**src/rtl/mem_ctrl_pkg.sv**
```systemverilog
// Shared types for the line fill / writeback sequencer.
// States, op encodings and a constant-width helper.
package mem_ctrl_pkg;

  typedef enum logic [1:0] {
    IDLE,
    ACCESS,
    RESP
  } state_t;

  localparam logic OP_FILL = 1'b0;
  localparam logic OP_WB   = 1'b1;

  function automatic int clog2(input int n);
    int r;
    r = 0;
    while ((1 << r) < n) r++;
    return r;
  endfunction

endpackage

```
**src/rtl/mem_wait_timer.sv**
```systemverilog
// Per-byte wait counter: load restarts the count, done marks
// the last cycle a byte address is held (always 1 for zero waits).
module mem_wait_timer
  import mem_ctrl_pkg::*;
#(
  parameter int WAIT_CYCLES = 2
) (
  input  logic clk,
  input  logic rst_n,
  input  logic load,
  output logic done
);

  localparam int CW =
    (WAIT_CYCLES > 0) ? clog2(WAIT_CYCLES + 1) : 1;

  logic [CW-1:0] count;

  // reload on byte start, otherwise count down to zero
  always_ff @(posedge clk) begin
    if (!rst_n) begin
      count <= '0;
    end else if (load) begin
      count <= CW'(WAIT_CYCLES);
    end else if (count != '0) begin
      count <= count - CW'(1);
    end
  end

  assign done = (count == '0);

endmodule

```
**src/rtl/mem_line_ctrl.sv**
```systemverilog
// Cache-line fill / writeback sequencer over a byte-wide memory port.
// Optional MEM_LINE_CTRL_PERF_EN adds fill / writeback counters.
module mem_line_ctrl
  import mem_ctrl_pkg::*;
#(
  parameter int ADDR_W      = 32,
  parameter int LINE_BYTES  = 4,
  parameter int WAIT_CYCLES = 2,
  localparam int LINE_W     = 8 * LINE_BYTES
) (
  input  logic              clk,
  input  logic              rst_n,
  input  logic              req_valid,
  output logic              req_ready,
  input  logic              req_write,
  input  logic [ADDR_W-1:0] req_addr,
  input  logic [LINE_W-1:0] req_wdata,
  output logic              resp_valid,
  input  logic              resp_ready,
  output logic [LINE_W-1:0] resp_rdata,
  output logic [ADDR_W-1:0] mem_addr,
  output logic [7:0]        mem_wdata,
  output logic              mem_we,
  input  logic [7:0]        mem_rdata,
  output logic              busy
`ifdef MEM_LINE_CTRL_PERF_EN
  ,
  output logic [15:0]       perf_fills,
  output logic [15:0]       perf_wbs
`endif
);

  localparam int IDX_W =
    (LINE_BYTES > 1) ? clog2(LINE_BYTES) : 1;
  localparam logic [ADDR_W-1:0] ALIGN_MASK =
    ~(ADDR_W'(LINE_BYTES) - ADDR_W'(1));
  localparam logic [IDX_W-1:0] LAST_IDX =
    IDX_W'(LINE_BYTES - 1);

  state_t              state;
  state_t              state_nxt;
  logic                op;
  logic [ADDR_W-1:0]   base;
  logic [LINE_W-1:0]   wdata_q;
  logic [IDX_W-1:0]    idx;
  logic [IDX_W-1:0]    idx_nxt;
  logic                done;
  logic                accept;
  logic                step;
  logic                last;
  logic                hs;

  assign req_ready  = (state == IDLE);
  assign busy       = (state != IDLE);
  assign resp_valid = (state == RESP);
  assign accept     = req_valid && req_ready;
  assign step       = (state == ACCESS) && done;
  assign last       = step && (idx == LAST_IDX);
  assign hs         = resp_valid && resp_ready;
  assign idx_nxt    = idx + IDX_W'(1);

  mem_wait_timer #(
    .WAIT_CYCLES (WAIT_CYCLES)
  ) u_timer (
    .clk   (clk),
    .rst_n (rst_n),
    .load  (accept || step),
    .done  (done)
  );

  // state register
  always_ff @(posedge clk) begin
    if (!rst_n) state <= IDLE;
    else        state <= state_nxt;
  end

  // next-state decode
  always_comb begin
    state_nxt = state;
    unique case (state)
      IDLE:    if (accept)     state_nxt = ACCESS;
      ACCESS:  if (last)       state_nxt = RESP;
      RESP:    if (resp_ready) state_nxt = IDLE;
      default: state_nxt = IDLE;
    endcase
  end

  // request latch, byte walk and fill assembly
  always_ff @(posedge clk) begin
    if (!rst_n) begin
      op         <= OP_FILL;
      base       <= '0;
      wdata_q    <= '0;
      idx        <= '0;
      resp_rdata <= '0;
      mem_addr   <= '0;
      mem_wdata  <= '0;
      mem_we     <= 1'b0;
    end else if (accept) begin
      op         <= req_write;
      base       <= req_addr & ALIGN_MASK;
      wdata_q    <= req_wdata;
      idx        <= '0;
      resp_rdata <= '0;
      mem_addr   <= req_addr & ALIGN_MASK;
      mem_wdata  <= req_wdata[7:0];
      mem_we     <= req_write;
    end else if (step) begin
      if (op == OP_FILL)
        resp_rdata[idx*8 +: 8] <= mem_rdata;
      if (last) begin
        mem_we <= 1'b0;
      end else begin
        idx       <= idx_nxt;
        mem_addr  <= base + ADDR_W'(idx_nxt);
        mem_wdata <= wdata_q[idx_nxt*8 +: 8];
      end
    end
  end

`ifdef MEM_LINE_CTRL_PERF_EN
  // saturating completion counters per op type
  always_ff @(posedge clk) begin
    if (!rst_n) begin
      perf_fills <= '0;
      perf_wbs   <= '0;
    end else if (hs) begin
      if (op == OP_FILL && perf_fills != 16'hFFFF)
        perf_fills <= perf_fills + 16'd1;
      if (op == OP_WB && perf_wbs != 16'hFFFF)
        perf_wbs <= perf_wbs + 16'd1;
    end
  end
`else
  logic unused_hs;
  assign unused_hs = hs;
`endif

endmodule
```
**config.mk**
```make
export PLATFORM = sky130hd
export DESIGN_NAME = mem_line_ctrl
export DESIGN_NICKNAME = d
export VERILOG_FILES = /design/src/rtl/mem_ctrl_pkg.sv /design/src/rtl/mem_wait_timer.sv /design/src/rtl/mem_line_ctrl.sv
export SDC_FILE = /design/constraint.sdc
export NUM_CORES = 1
export LEC_CHECK = 0
export ABC_CLOCK_PERIOD_IN_PS = 4300
export CORE_MARGIN = 2
export CORE_UTILIZATION = 30
export DETAILED_ROUTE_END_ITERATION = 10
export HOLD_SLACK_MARGIN = 0.02
export PLACE_DENSITY = 0.56
export SYNTH_ARGS = -nofsm -noshare
export SYNTH_HDL_FRONTEND = slang
export SYNTH_SLANG_ARGS = --single-unit
```
**constraint.sdc**
```tcl
create_clock -name clk -period 4.3 [get_ports clk]
set_input_delay 0.43 -clock clk [delete_from_list [all_inputs] [get_ports clk]]
set_output_delay 0.43 -clock clk [all_outputs]
set_load 0.1 [all_outputs]
```
Word level (Yosys, flattened, before mapping)
Index checks and enable logic that the tools add are counted.
{ "totals": {"register_bits": 142, "out_inout_bits": 76} }
{ "classes": {"add_sub_neg": 4, "n_eq_ne": 7, "shifts": 3, "mux": 16, "bitwise_logic": 3, "reduce_logical": 18} }
{ "op_table": {"columns": ["op", "n"], "rows": [
  ["$mux W32", 3],
  ["$neg A5 Y34", 1],
  ["$shift A8 B34 Y32 const A", 1],
  ["$shiftx A8 B34 Y32", 1],
  ["$add A32 B2 Y32", 1],
  ["$bwmux W32", 1],
  ["$shiftx A32 B6 Y8", 1],
  ["$mux W8", 3],
  ["$mux W2", 5],
  ["$reduce_bool A2 Y1", 5],
  ["$reduce_and A2 Y1", 4],
  ["$pmux W2 S3", 1],
  ["$eq A2 B2 Y1 const B", 2],
  ["$logic_not A2 Y1", 2],
  ["$ne A2 B1 Y1 const B", 2],
  ["$ne A2 B2 Y1 const B", 2],
  ["$reduce_or A2 Y1", 2],
  ["$logic_and A1 B1 Y1", 3],
  ["$mux W1", 3],
  ["$not A1 Y1", 3],
  ["$reduce_and A3 Y1", 1],
  ["$add A2 B1 Y2 const B", 1],
  ["$eq A2 B1 Y1 const B", 1],
  ["$sub A2 B1 Y2 const B", 1],
  ["$logic_or A1 B1 Y1", 1]
]} }

Depth between registers and ports, before layout
Gate-level depths: netlist (run 1).
{ "logic_depth": {"depth_word": 6, "mapped_depth": 7, "ltp_nobuf": 5} }

Modules after synthesis
A second synthesis (run 1) with hierarchy kept.
{ "unflattened": {"cells_unflattened": 589, "hier_area_um2": 5660.4} }
{ "by_module_without_submodules": {"columns": ["module", "n_inst", "cells_per_inst", "area_each_um2"], "rows": [
  ["mem_line_ctrl", 1, 583, 5592.9],
  ["mem_wait_timer", 1, 6, 67.6]
]} }

Worst setup path after synthesis (run 1)
OpenSTA, ideal clock, no wires.
{ "synth_path": {"path_kind": "reg2out", "startpoint": "register state[1]", "endpoint": "output busy", "arrival_time_ns": 2.734, "setup_slack_ns": 1.136, "stages_incl_launch_ff": 4, "cell_sequence": "dfxtp_1 -> clkbuf_1 -> nor2_1 -> inv_1"} }
{ "synth_between": {"elab_chain_len": 1} }
{ "synth_lines": {"columns": ["item", "line_no", "rtl"], "rows": [
  ["start, declared", "mem_line_ctrl.sv:40", "state_t state;"],
  ["start signal, assigned", "mem_line_ctrl.sv:74", "else state <= state_nxt;"],
  ["$reduce_bool A2 Y1", "mem_line_ctrl.sv:54", "assign busy = (state != IDLE);"],
  ["end, declared", "mem_line_ctrl.sv:25", "output logic busy"]
]} }
Every way passes these cells.

Worst setup path after layout (run 1)
{ "layout_path": {"startpoint": "register state[1]", "endpoint": "output resp_valid"} }
{ "layout_between": {"elab_chain_len": 1} }
{ "layout_lines": {"columns": ["item", "line_no", "rtl"], "rows": [
  ["$eq A2 B2 Y1", "mem_line_ctrl.sv:55", "assign resp_valid = (state == RESP);"],
  ["end, declared", "mem_line_ctrl.sv:18", "output logic resp_valid,"]
]} }
Every way passes these cells.

==> impl_metrics.tcl, run 1 <==
set metrics [dict create \
    core_area_um2 18800 \
    slew-limit-headroom_pct 15.5 \
    overflow 0 \
    place_congestion 0.739 \
    diodes 0 \
    grt.total_usage_pct 17.0 \
    status "completed" \
    path_max_fanout 16 \
    drc 0 \
    critical_path_class "reg2out" \
    root_buffer "clkbuf_16" \
    nNetsFinal 893 \
    max-clock-path-buffers 2 \
    post_synth_instance_area_um2 5810 \
    finClkSkew_ns 0.00776 \
    regArea_um2 2800 \
    power_density_nw_per_um2 445 \
    fin_area_um2 8070 \
    place_area_um2 7460 \
    grt_pass1_vias 4930 \
    viasPerCell 5.03 \
    io_pins 153 \
    yosysSeqAreaShare_pct 48.3 \
    fin_hold_ws_ns 0.452 \
    p_leak_uw 0.00270 \
    synth_compound_area_share_pct 25.3 \
    max_cap_violations 0 \
    start_util_pct 30.8 \
    synth_top_family_by_area "compound AO/OA/AOI/OAI gates" \
    crit_required_ns 3.87 \
    synth_cells 696 \
    cts_hold_buf 0 \
    final_common_cell "clkdlybuf4s50_1" \
    synthXorXnorAreaFrac_pct 0 \
    tns_ns 0 \
    synth_fa_ha_area_share_pct 1.08 \
    setup_viol 0 \
    numClockSinks 140 \
    antenna_found_initial 0 \
    rsz0062_at_grt "no" \
    yosys.area_share.simple_pct 16.8 \
    worstMarginPinSlew_ns 1.25 \
    ys.flop_type "dfxtp_1" \
    avgRoutedWirePerCell_um 16.0 \
    route.layer.met1.wl_mm 8.25 \
    hold_class "reg2reg" \
    cp-start-kind "flip-flop" \
    numCtsBuffers 17 \
    cts_resized 0 \
    syn-num-nets 778 \
    area_delta_synth_final_pct 39.1 \
    via_count 5451 \
    die_w_um 143 \
    hold_viol 0 \
    cts-htree-levels 4 \
    synth_area_per_cell_um2 8.34 \
    top_layer "met4" \
    vdd_ir_drop_max_v 0.000276 \
    synth-edff-count 0 \
    drt_iter0_markers 266 \
    ant_nets 0 \
    cp-end-kind "output pin" \
    slew_violations 0 \
    grt_pass1_wl_mm 27.2 \
    min_period_ns 2.91 \
    hpwl_mm 10.9 \
    post-route-period-util_pct 67.6 \
    cts_tree "built" \
    arrival_ns 2.48 \
    synth-async-reset-ratio_pct 0 \
    wl_mm 17.4 \
    port_buffers 150 \
    insertion_delay_ns 0.42 \
    die_area_um2 20500 \
    ys_types 33 \
    max_freq_mhz 344 \
    rows 50 \
    cts_setup_buffers 0 \
    grt_max_degree 63 \
    multiInputGateArea_um2 2700 \
    final.fill_count 1959 \
    synthMuxAreaShare_pct 3.10 \
    die-height_um 143 \
    ys.warnings.count 0 \
    wl_met3_um 758 \
    synth_seq_cells 140 \
    first_pass_iters 4 \
    drive_gt1_share_pct 8.62 \
    final_cell_mix "clkdlybuf4s50_1 (150), dfxtp_1 (140), a21oi_1 (129)" \
    wl_met2_mm 8.17 \
    clkTransAtPathRegs_ns 0.06 \
]
[cells in the mapped netlist, types with 4 or more instances]
cell type / n / area (µm²)
dfxtp_1: 140 / 2800
a21oi_1: 129 / 646
nand2_1: 128 / 480
o21ai_0: 63 / 315
a31oi_1: 38 / 238
clkbuf_1: 38 / 143
o21ai_1: 33 / 165
nand4_1: 32 / 200
buf_2: 23 / 115
nand3_1: 10 / 50.1
mux4_2: 8 / 180
o211ai_2: 6 / 75.1
buf_1: 5 / 18.8
ha_1: 5 / 62.6
nor4bb_1: 5 / 50.1
nand4bb_1: 4 / 45.0
[through the flow]
step	total power, µW	setup slack [ns]	util (%)	std cells
global route	3740	1.23	42.9	1084
finish	3590	1.39	42.9	1084
detailed placement	2100	1.74	39.6	1051
global placement	2100	1.74	39.6	1051
floorplan	1890	1.14	-	696
CTS	3630	1.35	42.9	1083
[flip-flops by register name, indices dropped and copies added, names as in the netlist]
| name | cells |
|---|---|
| resp_rdata | 32 |
| base | 30 |
| op | 1 |
| state | 2 |
| mem_wdata | 8 |
| mem_we | 1 |
| u_timer.count | 2 |
| wdata_q | 32 |
| mem_addr | 32 |
[final timing paths]
| check | from | to | slack, ns | cells after the start |
|---|---|---|---|---|
| worst min-delay path | wdata_q[10]$_SDFFE_PN0P_ | wdata_q[10]$_SDFFE_PN0P_ | 0.45 | 2 |
| worst min register to register | wdata_q[10]$_SDFFE_PN0P_ | wdata_q[10]$_SDFFE_PN0P_ | 0.45 | 2 |
| worst max register to register | mem_addr[1]$_SDFFE_PP0P_ | resp_rdata[16]$_SDFFE_PP0P_ | 1.82 | 5 |
| worst max-delay path | state[1]$_SDFFE_PN0P_ | resp_valid | 1.39 | 2 |
[critical path: stages, from the launching register on]
cell and delay [ns]:
dfxtp_1 0.69, nor2b_1 0.23, clkdlybuf4s50_1 1.15
[per-layer routing]
layer | track usage [%] | vias up
li1 | - | 2724
met1 | 23.1 | 2587
met2 | 26.8 | 125
met3 | 3.69 | 15
met4 | 5.32 | 0
met5 | 0 | -
[power by group]
group          total (µW)  internal [µW]  switching, µW
combinational         665            202            463
sequential           1410           1370           39.6
clock                1520            929            589
total                3590           2500           1090
[logic make-up after synthesis]
kind of cell	count (synthesis)
AO/OA/AOI/OAI	273
multiplexers	8
buffers and inverters	73
AND/OR/NAND/NOR	197
flip-flops	140
adder cells (fa/ha/maj)	5
[area by class of cell]
cell class / instances / share of cell area [%]
multi-input combinational: 483 / 33.5
clock inverter: 14 / 2.08
sequential: 140 / 34.7
clock buffer: 18 / 5.44
tap: 260 / 4.03
inverter: 5 / 0.232
timing repair buffer: 164 / 20.0
(Power assumes the default switching activity.)
==> run 2: changes to the inputs <==
--- a/config.mk
+++ b/config.mk
@@ -5,7 +5,7 @@
 export SDC_FILE = /design/constraint.sdc
 export NUM_CORES = 1
 export LEC_CHECK = 0
-export ABC_CLOCK_PERIOD_IN_PS = 4300
+export ABC_CLOCK_PERIOD_IN_PS = 3000
 export CORE_MARGIN = 2
 export CORE_UTILIZATION = 30
 export DETAILED_ROUTE_END_ITERATION = 10
==> constraint.sdc (replaced) <==
create_clock -name clk -period 3 [get_ports clk]
set_input_delay 0.3 -clock clk [delete_from_list [all_inputs] [get_ports clk]]
set_output_delay 0.3 -clock clk [all_outputs]
set_load 0.1 [all_outputs]
==> run 2 against run 1 <==
  * Critical path depth decreased by 1
  * Clock skew grew 0.0023 ns
  * Register-to-register slack lost 1.0 ns
  * Sequential power grew 43%
  * Combinational power up 43%
  * Cell count increased by 0.65%
  * Core utilization decreased by 0.51 points
  * Routed wire length down 0.44%
  * Sequential cell count unchanged
  * Global-route usage fell by 0.13 points
  * Critical endpoint is now mem_addr[8]
  * Largest power group unchanged
  * Power is 40% higher
==> impl_metrics.tcl, run 2 (synthesis results as in run 1) <==
set metrics [dict create \
    clkTransAtPathRegs_ns 0.06 \
    rsz0062_at_grt "no" \
    numClockSinks 140 \
    diodes 0 \
    cts_resized 0 \
    hold_viol 0 \
    drc 0 \
    area_delta_synth_final_pct 37.4 \
    setup_viol 0 \
    die_w_um 143 \
    status "completed" \
    place_congestion 0.748 \
    finalPower_uw 5020 \
    min_path_cells 3 \
    critical_path_class "reg2out" \
    root_buffer "clkbuf_16" \
    grt_pass1_vias 4954 \
    antenna_found_initial 0 \
    cts_setup_buffers 0 \
    drive_gt1_share_pct 16.5 \
    min_period_ns 2.19 \
    cp-end-kind "output pin" \
    cp-start-kind "flip-flop" \
    cts_tree "built" \
    wl_mm 17.3 \
    fin_area_um2 7980 \
    slew-limit-headroom_pct 35.2 \
    post-route-period-util_pct 73.0 \
    cp.depth 1 \
    io_pins 153 \
    critPathMaxStageDelay_ns 1.14 \
    via_count 5402 \
    reg2reg_depth 5 \
    avgRoutedWirePerCell_um 15.8 \
    cts-htree-levels 4 \
    max_freq_mhz 457 \
    grt.total_usage_pct 16.8 \
    die_area_um2 20500 \
    nNetsFinal 900 \
    worst-path-buf-inv 1 \
    first_pass_iters 4 \
    tns_ns 0 \
    place_area_um2 7400 \
    overflow 0 \
    grt_max_degree 94 \
    numCtsBuffers 17 \
    die-height_um 143 \
    slowest_stage "clkdlybuf4s50_1" \
    arrival_ns 1.89 \
    insertion_delay_ns 0.42 \
    cts_hold_buf 0 \
    final_common_cell "dfxtp_1" \
    core_area_um2 18800 \
    crit_chain "clkdlybuf4s50_1" \
    viasPerCell 4.95 \
    hold_class "in2reg" \
    vdd_ir_drop_max_v 0.000363 \
    crit_required_ns 2.70 \
    max-clock-path-buffers 2 \
    cp_top_family "buffers and inverters" \
    start_util_pct 30.8 \
    reg.largest.list "mem_addr x32, resp_rdata x32, wdata_q x32" \
    dpl.cell_count 1059 \
    final_cell_count_no_fill 1091 \
    rows 50 \
    finClkSkew_ns 0.0101 \
    ant_nets 0 \
    max_cap_violations 0 \
    grt_pass1_wl_mm 26.7 \
    worstMarginPinSlew_ns 0.970 \
    port_buffers 150 \
    hpwl_mm 11.1 \
    p_leak_uw 0.00284 \
    power_density_nw_per_um2 629 \
    drt_iter0_markers 268 \
    final_cell_mix "dfxtp_1 (140), a21oi_1 (129), nand2_1 (128)" \
    path_max_fanout 2 \
    slew_violations 0 \
]
## run 2: changes by cell type in the layout (fill, tap and decap cells not counted), sizes merged
cell           change
buf               +66
clkinv             +3
clkdlybuf4s50     -58
inv                -1
clkbuf             -2
bufinv             -1
## run 2: layout make-up
| cell class | count | area [µm²] |
|---|---|---|
| fillers | 1930 | 10900 |
| flip-flops and latches | 140 | 2800 |
| multi-input cells | 483 | 2710 |
| repair buffers | 171 | 1550 |
| clock buffers | 17 | 425 |
| well taps | 260 | 325 |
| clock inverters | 15 | 148 |
| inverters | 5 | 18.8 |
## run 2: per-layer routing
metal	GRT usage [%]	up-vias	wire [µm]
met2	25.7	127	8030
met3	4.29	16	823
met5	0	-	0
met1	22.8	2514	8110
li1	-	2745	-
met4	6.41	0	328
## run 2: report_power, final
group          internal, µW  leakage, µW  switching, µW  total, µW
Clock                  1220     0.000279            833       2050
Sequential             1960      0.00115           58.2       2020
Combinational           289      0.00141            661        950
Total                  3470      0.00284           1550       5020
## run 2: path summary, 6_finish.rpt
check / start / end / slack (ns)
setup reg to reg: mem_addr[1]$_SDFFE_PP0P_ / resp_rdata[23]$_SDFFE_PP0P_ / 0.82
hold reg to reg: wdata_q[7]$_SDFFE_PN0P_ / wdata_q[7]$_SDFFE_PN0P_ / 0.45
setup / recovery: mem_addr[8]$_SDFFE_PN0P_ / mem_addr[8] / 0.81
hold / removal: req_wdata[29] / wdata_q[29]$_SDFFE_PN0P_ / 0.43
## run 2: worst min-delay path, cell delays in order
cell	delay (ns)
clkdlybuf4s50_1	0.39
nand2_1	0.05
a21oi_1	0.05
## run 2: per-stage QoR
step           utilization (%)  setup slack (ns)  hold slack, ns
2_1_floorplan                -            0.0822           0.433
3_3_place_gp              39.3             0.817           0.441
3_5_place_dp              39.3             0.818           0.446
4_1_cts                   42.4             0.773           0.408
5_1_grt                   42.4             0.547           0.418
6_report                  42.4             0.810           0.427
